**src/rtl/counter_if.sv**
```systemverilog
// Counter control/status bundle: the master drives en/dn/load/data, the slave
// returns count and the combinational terminal-count flag tc.
interface counter_if #(
    parameter int unsigned WIDTH = 4
);
    logic             en;
    logic             dn;
    logic             load;
    logic [WIDTH-1:0] data;
    logic [WIDTH-1:0] count;
    logic             tc;

    modport master (
        output en,
        output dn,
        output load,
        output data,
        input  count,
        input  tc
    );

    modport slave (
        input  en,
        input  dn,
        input  load,
        input  data,
        output count,
        output tc
    );
endinterface

```
**src/rtl/counter.sv**
```systemverilog
// Up/down counter with synchronous parallel load and async active-high reset.
// Define COUNTER_SAT_EN to saturate at the range ends instead of wrapping.
module counter #(
    parameter int unsigned WIDTH = 4
) (
    input logic       clk,
    input logic       rst,
    counter_if.slave  bus
);
    localparam logic [WIDTH-1:0] CntMax = '1;
    localparam logic [WIDTH-1:0] CntOne = WIDTH'(1);

    logic [WIDTH-1:0] count_q;
    logic [WIDTH-1:0] count_d;
    logic             at_max;
    logic             at_min;

    assign at_max = (count_q == CntMax);
    assign at_min = (count_q == '0);

    always_comb begin
        count_d = count_q;
        if (bus.load) begin
            count_d = bus.data;
        end else if (bus.en) begin
            if (bus.dn) begin
`ifdef COUNTER_SAT_EN
                count_d = at_min ? count_q : count_q - CntOne;
`else
                count_d = count_q - CntOne;
`endif
            end else begin
`ifdef COUNTER_SAT_EN
                count_d = at_max ? count_q : count_q + CntOne;
`else
                count_d = count_q + CntOne;
`endif
            end
        end
    end

    always_ff @(posedge clk or posedge rst) begin
        if (rst) begin
            count_q <= '0;
        end else begin
            count_q <= count_d;
        end
    end

    // rst gates tc explicitly: count is 0 in reset, which would otherwise flag a down-count.
    always_comb begin
        bus.tc = 1'b0;
        if (!rst && bus.en && !bus.load) begin
            bus.tc = bus.dn ? at_min : at_max;
        end
    end

    assign bus.count = count_q;
endmodule

```
**src/flat_wrapper.sv**
```systemverilog
// flat-port wrapper written by rule: the top's interface ports become plain ports
module counter_flat 
#(
    parameter int unsigned WIDTH = 4
)
  (clk, rst, bus_en, bus_dn, bus_load, bus_data, bus_count, bus_tc);
  counter_if #(.WIDTH(WIDTH)) bus_i ();
  input logic clk;
  input logic rst;
  input wire logic [$bits(bus_i.en)-1:0] bus_en;
  input wire logic [$bits(bus_i.dn)-1:0] bus_dn;
  input wire logic [$bits(bus_i.load)-1:0] bus_load;
  input wire logic [$bits(bus_i.data)-1:0] bus_data;
  output wire logic [$bits(bus_i.count)-1:0] bus_count;
  output wire logic [$bits(bus_i.tc)-1:0] bus_tc;
  assign bus_i.en = bus_en;
  assign bus_i.dn = bus_dn;
  assign bus_i.load = bus_load;
  assign bus_i.data = bus_data;
  assign bus_count = bus_i.count;
  assign bus_tc = bus_i.tc;
  counter #(.WIDTH(WIDTH)) u_core (.clk(clk), .rst(rst), .bus(bus_i));
endmodule
```
**config.mk**
```make
export PLATFORM = sky130hd
export DESIGN_NAME = counter_flat
export DESIGN_NICKNAME = d
export VERILOG_FILES = /design/src/rtl/counter_if.sv /design/src/rtl/counter.sv /design/src/flat_wrapper.sv
export SDC_FILE = /design/constraint.sdc
export NUM_CORES = 1
export LEC_CHECK = 0
export ABC_AREA = 1
export ABC_CLOCK_PERIOD_IN_PS = 3500
export CAP_MARGIN = 5
export CELL_PAD_IN_SITES_DETAIL_PLACEMENT = 1
export CELL_PAD_IN_SITES_GLOBAL_PLACEMENT = 1
export CORE_AREA = 3 3 40 42
export CTS_BUF_LIST = sky130_fd_sc_hd__clkbuf_4
export CTS_CLUSTER_SIZE = 20
export DETAILED_ROUTE_END_ITERATION = 10
export DIE_AREA = 0 0 43 45
export DONT_BUFFER_PORTS = 1
export PLACE_DENSITY = 0.5
export SETUP_SLACK_MARGIN = 0.3
export SLEW_MARGIN = 20
export SYNTH_ARGS = -nofsm -noshare
export SYNTH_HDL_FRONTEND = slang
export SYNTH_SLANG_ARGS = --single-unit
```
**constraint.sdc**
```tcl
create_clock -name clk -period 3.5 [get_ports clk]
set_input_delay 0.35 -clock clk [delete_from_list [all_inputs] [get_ports clk]]
set_output_delay 0.35 -clock clk [all_outputs]
set_load 0.02 [all_outputs]
```
==> results.json <==
{
  "wl_per_cell_um": 13.5,
  "min_path_type": "in -> reg",
  "cts_buffer_depth": 2,
  "final_nets": 64,
  "grtUsageMet1_pct": 12.2,
  "cp_cell_sequence": "inv_1, o21ai_2, nand2_1, nor2_1",
  "yosys_warnings": 0,
  "largest_reg_flops": 4,
  "path_delay_family": "flip-flops",
  "outcome": "finished clean",
  "drt-pass1-iter-count": 4,
  "synth.avg_cell_area_sq_um": 7.21,
  "critPathBufInv": 1,
  "avgViaCountPerCell": 5.00,
  "fin_crit_sh_pct": 51.7,
  "io_pins": 14,
  "final_hold_viol_count": 0,
  "critPathKind": "reg -> out",
  "cts_tree": "done",
  "io_buffer_count": 0,
  "required_ns": 3.15,
  "cts-resized-gates": 0,
  "setup_viol": 0,
  "syn_to_final_growth_pct": 15.5,
  "peakVddDrop_uv": 155,
  "num_rows": 13,
  "antenna_found_initial": 0,
  "max-slew-margin-rel_pct": 74.2,
  "netlist_instances": 46,
  "grt_use_met3_pct": 3.98,
  "final_cell_mix": "nand2_1 (13), inv_1 (7), dfrtp_1 (4)",
  "yosys.cell_types.count": 17,
  "cts_made_buffers": 3,
  "dp_hpwl_um": 734,
  "cp.arrival_ns": 1.46,
  "drc": 0,
  "drt_iter0_markers": 4,
  "finalPower_uw": 174,
  "tightest_slew_ns": 0.386,
  "final_common_cell": "nand2_1",
  "drive_gt1_share_pct": 14.0,
  "grt_pass1_vias": 362,
  "initial_core_util_pct": 25.8,
  "synth_seq_cells": 4,
  "path_max_fanout": 5,
  "htree_levels": 1,
  "drv_cap": 0,
  "finalSetupTns_ns": 0,
  "synthesis.area_sq_um": 332,
  "routed_wl_um": 880,
  "cts-root-buf": "clkbuf_4",
  "track_usage_pct": 11.3,
  "end_kind": "output port",
  "dieArea_sq_um": 1940,
  "grt_max_degree": 7,
  "worst_setup_path_start_kind": "flip-flop",
  "insertion_delay_ns": 0.23,
  "synth_fp_nets": 58,
  "die-width_um": 43,
  "path_clk_slew_ns": 0.04,
  "antenna_cells": 0,
  "p_leak_nw": 0.189,
  "final.min_clock_period_ns": 1.81,
  "crit_path_start": "u_core.bus.count[0]",
  "reg2reg_from": "u_core.bus.count[0]",
  "timing.fmax_mhz": 553,
  "rsz0062_at_grt": "false",
  "yosysSeqAreaShare_pct": 30.2,
  "busiest_layer": "met2",
  "routabilityCongestion": 0.755,
  "hold_path.startpoint": "bus_load",
  "cpPeakStageDelay_ns": 0.51,
  "grt_overflow": 0,
  "core_area_sq_um": 1280,
  "grt_pass1_wl_mm": 1.55,
  "fp.dieH_um": 45,
  "vias": 325,
  "finalMaxSlewViolations": 0,
  "powerDensity_nw_per_um2": 453,
  "clock_sinks": 4,
  "drtAntennaViolNets": 0,
  "grt_use_met2_pct": 18.0,
  "crit_slowest_cell": "dfrtp_1",
  "clock_skew_ns": 0.00107
}
==> report_power, final <==
group,switching (mW),internal (mW)
Clock,0.0186,0.0383
Combinational,0.0255,0.0193
Sequential,0.0192,0.0527
==> metal layers <==
metal | part of all wire (%) | up-vias
met5 | 0 | -
met4 | 3.1 | 0
met3 | 9.3 | 4
met2 | 50 | 13
met1 | 38 | 150
li1 | - | 158
==> synthesized netlist by cell type <==
master     n  area, sq um
nand2_1   13         48.8
inv_1      7         26.3
dfrtp_1    4          100
nand3_1    3         15.0
nor2_1     3         11.3
a22oi_1    2         15.0
ha_1       2         25.0
nor2_2     2         12.5
o211ai_1   2         15.0
a21oi_1    1         5.00
fa_1       1         20.0
inv_2      1         3.75
nor3_1     1         5.00
o21ai_0    1         5.00
o21ai_2    1         8.76
or2_1      1         6.26
xor2_1     1         8.76
==> final timing paths <==
kind                                       endpoint  slack [ns]  cells after the start
min in group asynchronous       u_core.bus.count[3]        0.44                      2
worst min register to register  u_core.bus.count[0]        0.71                      1
max in group asynchronous       u_core.bus.count[1]        2.91                      2
worst max register to register  u_core.bus.count[2]        1.96                      4
worst max-delay path                         bus_tc        1.69                      4
worst min-delay path            u_core.bus.count[0]        0.26                      2
==> repair_timing <==
action,4_1_cts,5_1_grt
endpoints found under the setup margin,0,0
hold buffers,1,0
setup buffers,0,0
endpoints found under the hold margin,4,0
==> cell type report <==
type                       count  area, sq um
clock buffer                   3         22.5
fill                         160          902
inverter                       8         30.0
multi-input combinational     34          201
sequential                     4          100
tap                           15         18.8
timing repair buffer           1         10.0
==> per-stage QoR <==
stage                     worst slack [ns]  cell area [sq um]  hold slack (ns)  utilization (%)  std cells
final                                 1.69                383            0.256             29.8         65
after global routing                  1.57                383            0.258             29.8         65
after CTS                             1.66                383            0.252             29.8         65
after detailed placement              1.93                350            0.134             27.3         61
after global placement                1.97                350            0.127             27.3         61
after floorplan                       2.05                332            0.116                -         46
==> cells by family after synthesis <==
family,after synthesis,share of synthesized area [%]
and+or+nand+nor,23,29.8
buffers and inverters,8,9.06
AOI/OAI and AO/OA,7,14.7
DFF,4,30.2
adders and majority gates,3,13.6
xor gates and xnor gates,1,2.64
No activity file was read; power rests on OpenSTA's default activity.
